==> src/rtl/traffic_pkg.sv <==
// traffic_pkg: light codes, lamp/fault bit indices, FSM states and lamp decoders
package traffic_pkg;
  typedef enum logic [1:0] {RED = 2'b00, YELLOW = 2'b01, GREEN = 2'b10, BLINKING_RED = 2'b11} light_t;
  typedef enum logic [1:0] {NORMAL = 2'b00, PENDING = 2'b01, LATCHED = 2'b10} state_t;
  localparam int LAMP_R = 2;
  localparam int LAMP_Y = 1;
  localparam int LAMP_G = 0;
  localparam int PED_R = 1;
  localparam int PED_G = 0;
  localparam int FC_PED = 2;
  localparam int FC_CAR_PED = 1;
  localparam int FC_CAR_CAR = 0;
  function automatic logic [2:0] car_dec(input logic [1:0] c, input logic b);
    car_dec = '0;
    car_dec[LAMP_R] = c == RED || (c == BLINKING_RED && b);
    car_dec[LAMP_Y] = c == YELLOW;
    car_dec[LAMP_G] = c == GREEN;
  endfunction
  // the pedestrian YELLOW code is illegal; it decodes to red so nothing unsafe can ever show
  function automatic logic [1:0] ped_dec(input logic [1:0] c, input logic b);
    ped_dec = '0;
    ped_dec[PED_R] = c == RED || c == YELLOW || (c == BLINKING_RED && b);
    ped_dec[PED_G] = c == GREEN;
  endfunction
endpackage

==> src/rtl/blink_gen.sv <==
// blink_gen: free-running blink phase, toggles every BLINK_HALF cycles, starts on
module blink_gen #(
  parameter int BLINK_HALF = 4
) (
  input  logic CLK,
  input  logic RST,
  output logic blink_on
);
  localparam int CW = BLINK_HALF > 1 ? $clog2(BLINK_HALF) : 1;
  logic [CW-1:0] cnt;
  logic wrap;
  assign wrap = cnt == CW'(BLINK_HALF - 1);
  always_ff @(posedge CLK) begin
    if (RST) begin
      cnt      <= '0;
      blink_on <= 1'b1;
    end else begin
      cnt      <= wrap ? '0 : cnt + 1'b1;
      blink_on <= wrap ? ~blink_on : blink_on;
    end
  end
endmodule

==> src/rtl/traffic_lamp_driver.sv <==
// traffic_lamp_driver: decodes light codes to lamps and latches a flashing-red fault on persistent conflicts
module traffic_lamp_driver
  import traffic_pkg::*;
#(
  parameter int BLINK_HALF      = 4,
  parameter int CONFLICT_CYCLES = 2
) (
  input  logic       CLK,
  input  logic       RST,
  input  logic [1:0] A,
  input  logic [1:0] B,
  input  logic [1:0] PA,
  input  logic [1:0] PB,
  input  logic       CLR_FAULT,
  output logic [2:0] A_LAMP,
  output logic [2:0] B_LAMP,
  output logic [1:0] PA_LAMP,
  output logic [1:0] PB_LAMP,
  output logic       FAULT,
  output logic [2:0] FAULT_CODE
);
  localparam int PW = $clog2(CONFLICT_CYCLES + 1);
  state_t state, state_nx;
  logic [PW-1:0] pend_cnt, pend_nx, pend_inc;
  logic [2:0] code_nx, flags, a_nx, b_nx;
  logic [1:0] pa_nx, pb_nx;
  logic blink_on, a_act, b_act, bad;
  blink_gen #(.BLINK_HALF(BLINK_HALF)) u_blink (
    .CLK     (CLK),
    .RST     (RST),
    .blink_on(blink_on)
  );
  always_comb begin
    a_act = A == YELLOW || A == GREEN;
    b_act = B == YELLOW || B == GREEN;
    flags = '0;
    flags[FC_CAR_CAR] = a_act && b_act;
    flags[FC_CAR_PED] = (a_act && PA == GREEN) || (b_act && PB == GREEN);
    flags[FC_PED] = PA == YELLOW || PB == YELLOW;
    bad = |flags;
    pend_inc = pend_cnt == PW'(CONFLICT_CYCLES) ? pend_cnt : pend_cnt + 1'b1;
    state_nx = state;
    pend_nx = pend_cnt;
    case (state)
      NORMAL: begin
        state_nx = bad ? (CONFLICT_CYCLES == 1 ? LATCHED : PENDING) : NORMAL;
        pend_nx = bad ? PW'(1) : '0;
      end
      PENDING: begin
        state_nx = !bad ? NORMAL : pend_inc == PW'(CONFLICT_CYCLES) ? LATCHED : PENDING;
        pend_nx = bad ? pend_inc : '0;
      end
      LATCHED: begin
        state_nx = CLR_FAULT && !bad ? NORMAL : LATCHED;
        pend_nx = CLR_FAULT && !bad ? '0 : pend_cnt;
      end
      default: begin
        state_nx = NORMAL;
        pend_nx = '0;
      end
    endcase
    // the code is frozen for the whole fault, captured only on the latching sample
    code_nx = state_nx == NORMAL ? 3'b000 :
              state != LATCHED && state_nx == LATCHED ? flags : FAULT_CODE;
    a_nx  = state_nx == NORMAL ? car_dec(A, blink_on) : state_nx == PENDING ? 3'b100 : {blink_on, 2'b00};
    b_nx  = state_nx == NORMAL ? car_dec(B, blink_on) : state_nx == PENDING ? 3'b100 : {blink_on, 2'b00};
    pa_nx = state_nx == NORMAL ? ped_dec(PA, blink_on) : 2'b10;
    pb_nx = state_nx == NORMAL ? ped_dec(PB, blink_on) : 2'b10;
  end
  always_ff @(posedge CLK) begin
    if (RST) begin
      state      <= NORMAL;
      pend_cnt   <= '0;
      A_LAMP     <= 3'b100;
      B_LAMP     <= 3'b100;
      PA_LAMP    <= 2'b10;
      PB_LAMP    <= 2'b10;
      FAULT      <= 1'b0;
      FAULT_CODE <= 3'b000;
    end else begin
      state      <= state_nx;
      pend_cnt   <= pend_nx;
      A_LAMP     <= a_nx;
      B_LAMP     <= b_nx;
      PA_LAMP    <= pa_nx;
      PB_LAMP    <= pb_nx;
      FAULT      <= state_nx == LATCHED;
      FAULT_CODE <= code_nx;
    end
  end
endmodule

==> config.mk <==
export PLATFORM = sky130hd
export DESIGN_NAME = traffic_lamp_driver
export DESIGN_NICKNAME = d
export VERILOG_FILES = /design/src/rtl/traffic_pkg.sv /design/src/rtl/blink_gen.sv /design/src/rtl/traffic_lamp_driver.sv
export SDC_FILE = /design/constraint.sdc
export NUM_CORES = 1
export LEC_CHECK = 0
export CORE_ASPECT_RATIO = 1.4
export CORE_MARGIN = 2
export CORE_UTILIZATION = 47
export DETAILED_ROUTE_END_ITERATION = 6
export PLACE_DENSITY = 0.77
export SLEW_MARGIN = 20
export SYNTH_ARGS = -nofsm -noshare
export SYNTH_HDL_FRONTEND = slang
export SYNTH_SLANG_ARGS = --single-unit
==> constraint.sdc <==
create_clock -name CLK -period 2.25 [get_ports CLK]
set_input_delay 0.45 -clock CLK [delete_from_list [all_inputs] [get_ports CLK]]
set_output_delay 0.45 -clock CLK [all_outputs]
set_load 0.05 [all_outputs]
==> impl_results.md <==
* Result of the run: finished clean
* Cell count after synthesis at 98
* Number of global-route vias before repair at 880
* Number of endpoints with negative hold slack in the final report at 0
* Adder and majority cell fraction of the synthesized area at 0.1277
* Longest Clk Path Bufs at 2
* Number of enable flip-flop cells after synthesis at 0
* Number of buffers inserted by port buffering at 24
* GRT busiest layer: met2
* Share of the cycle needed by the critical path after routing at 0.9522
* Kind of path behind the tightest hold check: flip-flop to flip-flop
* Cells traversed along the worst timing path: clkdlybuf4s50_1, inv_1, ha_4, nand3b_1, o221a_4, a32oi_4, buf_4, nand2b_2, a311oi_2
* ANT cells at 0
* Starting density of the core at 0.4965
* R2r startpoint: state[1]
* Library cell used as clock root buffer: sky130_fd_sc_hd__clkbuf_4
* Reg clk slew, reported paths at 0.12 ns
* Antenna violations before repair at 0
* Data arrival time of the critical path at 2.37 ns
* Hpwl dp at 1752 µm
* Sw power at 0.2745 mW
* Width of the die at 42.59 µm
* Post-synthesis instance area at 979.7 µm²
* First-pass DRT Iterations at 4
* Maximum number of pins on one net before global-route repair at 14
* Unrepaired setup endpoints after global routing: no
* Total wirelength of the detailed-routed design at 2245 µm
* Vias after detailed routing at 860
* Critical path capture point type: flip-flop
* Total number of yosys warnings at 0
* Relative contribution of sequential cells to total power at 0.484
* Global-route wire length before repair at 3808 µm
* Post-layout minimum cycle time at 2.143 ns
* Multiplexer fraction of the synthesized cell area at 0
* Clock latency on the worst-skew pair at 0.31 ns
* CTS HTree Levels at 1
* Drt drc at 0
* Synthesized flop and latch total at 21
* Maximum fanout along the worst path at 5
* CTS Sinks at 21
* Beginning of the worst hold path: u_blink.cnt[0]
* Placer's final routability congestion estimate at 0.8336
* Final total negative setup slack at 0 ns
* CP max stage delay at 0.48 ns
* Internal power consumption at 0.5844 mW
* Max_cap viols at 0
* Skew final at 0.006766 ns
* Combinational family with the most area after synthesis: simple AND/OR/NAND/NOR gates
* Total power draw at 0.8588 mW
* Final number of max-transition violations at 0
* GR Util met1 at 0.2244
* Peak ir drop on the vdd network at 0.5396 mV
* Drt first-iter violations at 16
* Fraction of layout cells with a size suffix above 1 at 0.2292
* Count of cell types in the netlist at 35
* Post-Place Cell Area at 1385 µm²
* Area fraction in compound gates after synthesis at 0.1890
* Core outline area at 1973 µm²
* # IOs at 25
* Share of power burned in the clock network at 0.212
* Seq/Total Area, Yosys at 0.4291
* Switching part of the total power at 0.3196
* Worst Max-Slew Pin Slew at 0.5175 ns
* Number of vias per cell at 5.212
* Clock buffers created by TritonCTS at 3
* Met3 routing resource usage after global routing at 0.04984
* Ys flop type: sky130_fd_sc_hd__dfxtp_1
* Synthesized area per cell at 9.997 µm²
* Final setup violating endpoints at 0
* Total of fill cells in the finished design at 159
* Overflow left after global routing at 0
* TritonCTS clock tree: built
* Total track usage at 0.2067
* Startpoint type of the worst setup path: input pin
* Xor-xnor portion of the synthesized cell area at 0.008940
* DRT antenna net count at 0
* Power density cells at 600.0 nW/µm²
* CP Data Required Time at 2.48 ns
* Total leakage power at 0.6039 nW
* Die footprint at 2471 µm²
* Share of synthesized registers carrying an async set or reset at 0
* Cell at the slowest stage of the critical path: sky130_fd_sc_hd__clkdlybuf4s50_1
* Critical path class: input pin to flip-flop
* Routed WL per cell at 13.61 µm
* Non-Filler Cell Area, Final at 1431 µm²
* Chip Height at 58.02 µm
* Area growth from synthesis to layout at 46.10%
* Number of rows created at floorplan at 19
* Grt met2 use at 0.3626
* Proportion of power drawn by combinational gates at 0.304
* Tightest slew margin relative to the limit at 0.6539
* Nets at 166
* Launching element of the worst setup path: A[1]
* Simple-gate portion of the synthesized area at 0.2031
* Highest Clock Rate at 466.7 MHz
* Synthesized net count at 119
worst max-delay path, delay by kind of cell:
family | cells | cell delay (ns)
compound gates | 3 | 0.64
simple gates | 2 | 0.23
buf+inv | 3 | 0.75
fa+ha+maj | 1 | 0.29
cells by family after synthesis:
family	Yosys count
simple gates	37
flops	21
compound gates	18
buf+inv	11
fa+ha+maj	10
xor+xnor	1
power groups by stage:
stage | registers [mW] | logic [mW] | clock network [mW]
after global placement | 0.422 | 0.247 | 0
final | 0.416 | 0.261 | 0.182
after detailed placement | 0.424 | 0.255 | 0
after floorplan | 0.468 | 0.0973 | 0
after CTS | 0.416 | 0.260 | 0.181
after global routing | 0.419 | 0.282 | 0.201
worst paths after layout:
check | end | slack, ns | cells after the start
hold / removal | u_blink.cnt[0] | 0.44 | 1
setup / recovery | FAULT_CODE[1] | 0.11 | 9
setup reg to reg | FAULT_CODE[1] | 0.51 | 5
hold reg to reg | u_blink.cnt[0] | 0.44 | 1
routing by layer:
metal	share of wire	up-vias
met2	0.53	20
li1	-	432
met1	0.42	404
met4	0.014	0
met3	0.029	4
met5	0	-
flip-flops by register name (all words and copies together), names as in the netlist:
name,flops
A_LAMP,3
PB_LAMP,2
PA_LAMP,2
FAULT,1
FAULT_CODE,3
B_LAMP,3
pend_cnt,2
u_blink.cnt,2
u_blink.blink_on,1
state,2
final cells by class:
| type | count | area, µm² | area share |
|---|---|---|---|
| sequential | 21 | 420.4 | 0.2937 |
| clock buffer | 3 | 22.52 | 0.01573 |
| inverter | 10 | 37.54 | 0.02622 |
| multi-input combinational | 66 | 536.8 | 0.3750 |
| timing repair buffer | 43 | 382.9 | 0.2675 |
| tap | 21 | 26.28 | 0.01836 |
| clock inverter | 1 | 5.005 | 0.003497 |
synth_stat cells (all sizes together) (2+ instances only):
library cell | count | area share
a31oi | 2 | 0.013
a211oi | 3 | 0.036
and2 | 4 | 0.026
nor3 | 2 | 0.010
nand3 | 4 | 0.020
nor2b | 3 | 0.022
nand2 | 5 | 0.019
nand2b | 2 | 0.015
a2111oi | 2 | 0.018
ha | 10 | 0.13
o21ai | 2 | 0.014
inv | 10 | 0.038
dfxtp | 21 | 0.43
nor2 | 10 | 0.038
nor4 | 2 | 0.013
nor3b | 2 | 0.015
per-stage QoR:
step / hold slack, ns / instances / setup WS, ns / util
2_1_floorplan: 0.3977 / 98 / 0.3431 / -
3_3_place_gp: 0.4072 / 161 / -0.2100 / 0.7020
3_5_place_dp: 0.4202 / 161 / -0.4074 / 0.7020
4_1_cts: 0.4392 / 165 / 0.01307 / 0.7191
5_1_grt: 0.4664 / 165 / 0.008316 / 0.7254
6_report: 0.4369 / 165 / 0.1075 / 0.7254
cells in the final DEF, fill, tap and decap left out, types with 2 or more instances in the layout:
cell	n
sky130_fd_sc_hd__a211oi_1	2
sky130_fd_sc_hd__a31oi_1	2
sky130_fd_sc_hd__and2_1	4
sky130_fd_sc_hd__buf_4	19
sky130_fd_sc_hd__clkbuf_4	3
sky130_fd_sc_hd__clkdlybuf4s50_1	24
sky130_fd_sc_hd__dfxtp_1	21
sky130_fd_sc_hd__ha_1	9
sky130_fd_sc_hd__inv_1	9
sky130_fd_sc_hd__nand2_1	5
sky130_fd_sc_hd__nand3_1	4
sky130_fd_sc_hd__nor2_1	10
sky130_fd_sc_hd__nor2b_1	2
sky130_fd_sc_hd__nor3_1	2
sky130_fd_sc_hd__nor3b_1	2
sky130_fd_sc_hd__nor4_1	2
repair_timing:
| item | CTS | global route |
|---|---|---|
| hold buffers | 0 | 0 |
| buffers inserted | 0 | 0 |
| endpoints found under the setup margin | 1 | 7 |
| pin swaps | 0 | 1 |
| endpoints found under the hold margin | 0 | 0 |
| gates resized for setup | 2 | 1 |
(Power assumes the default switching activity.)
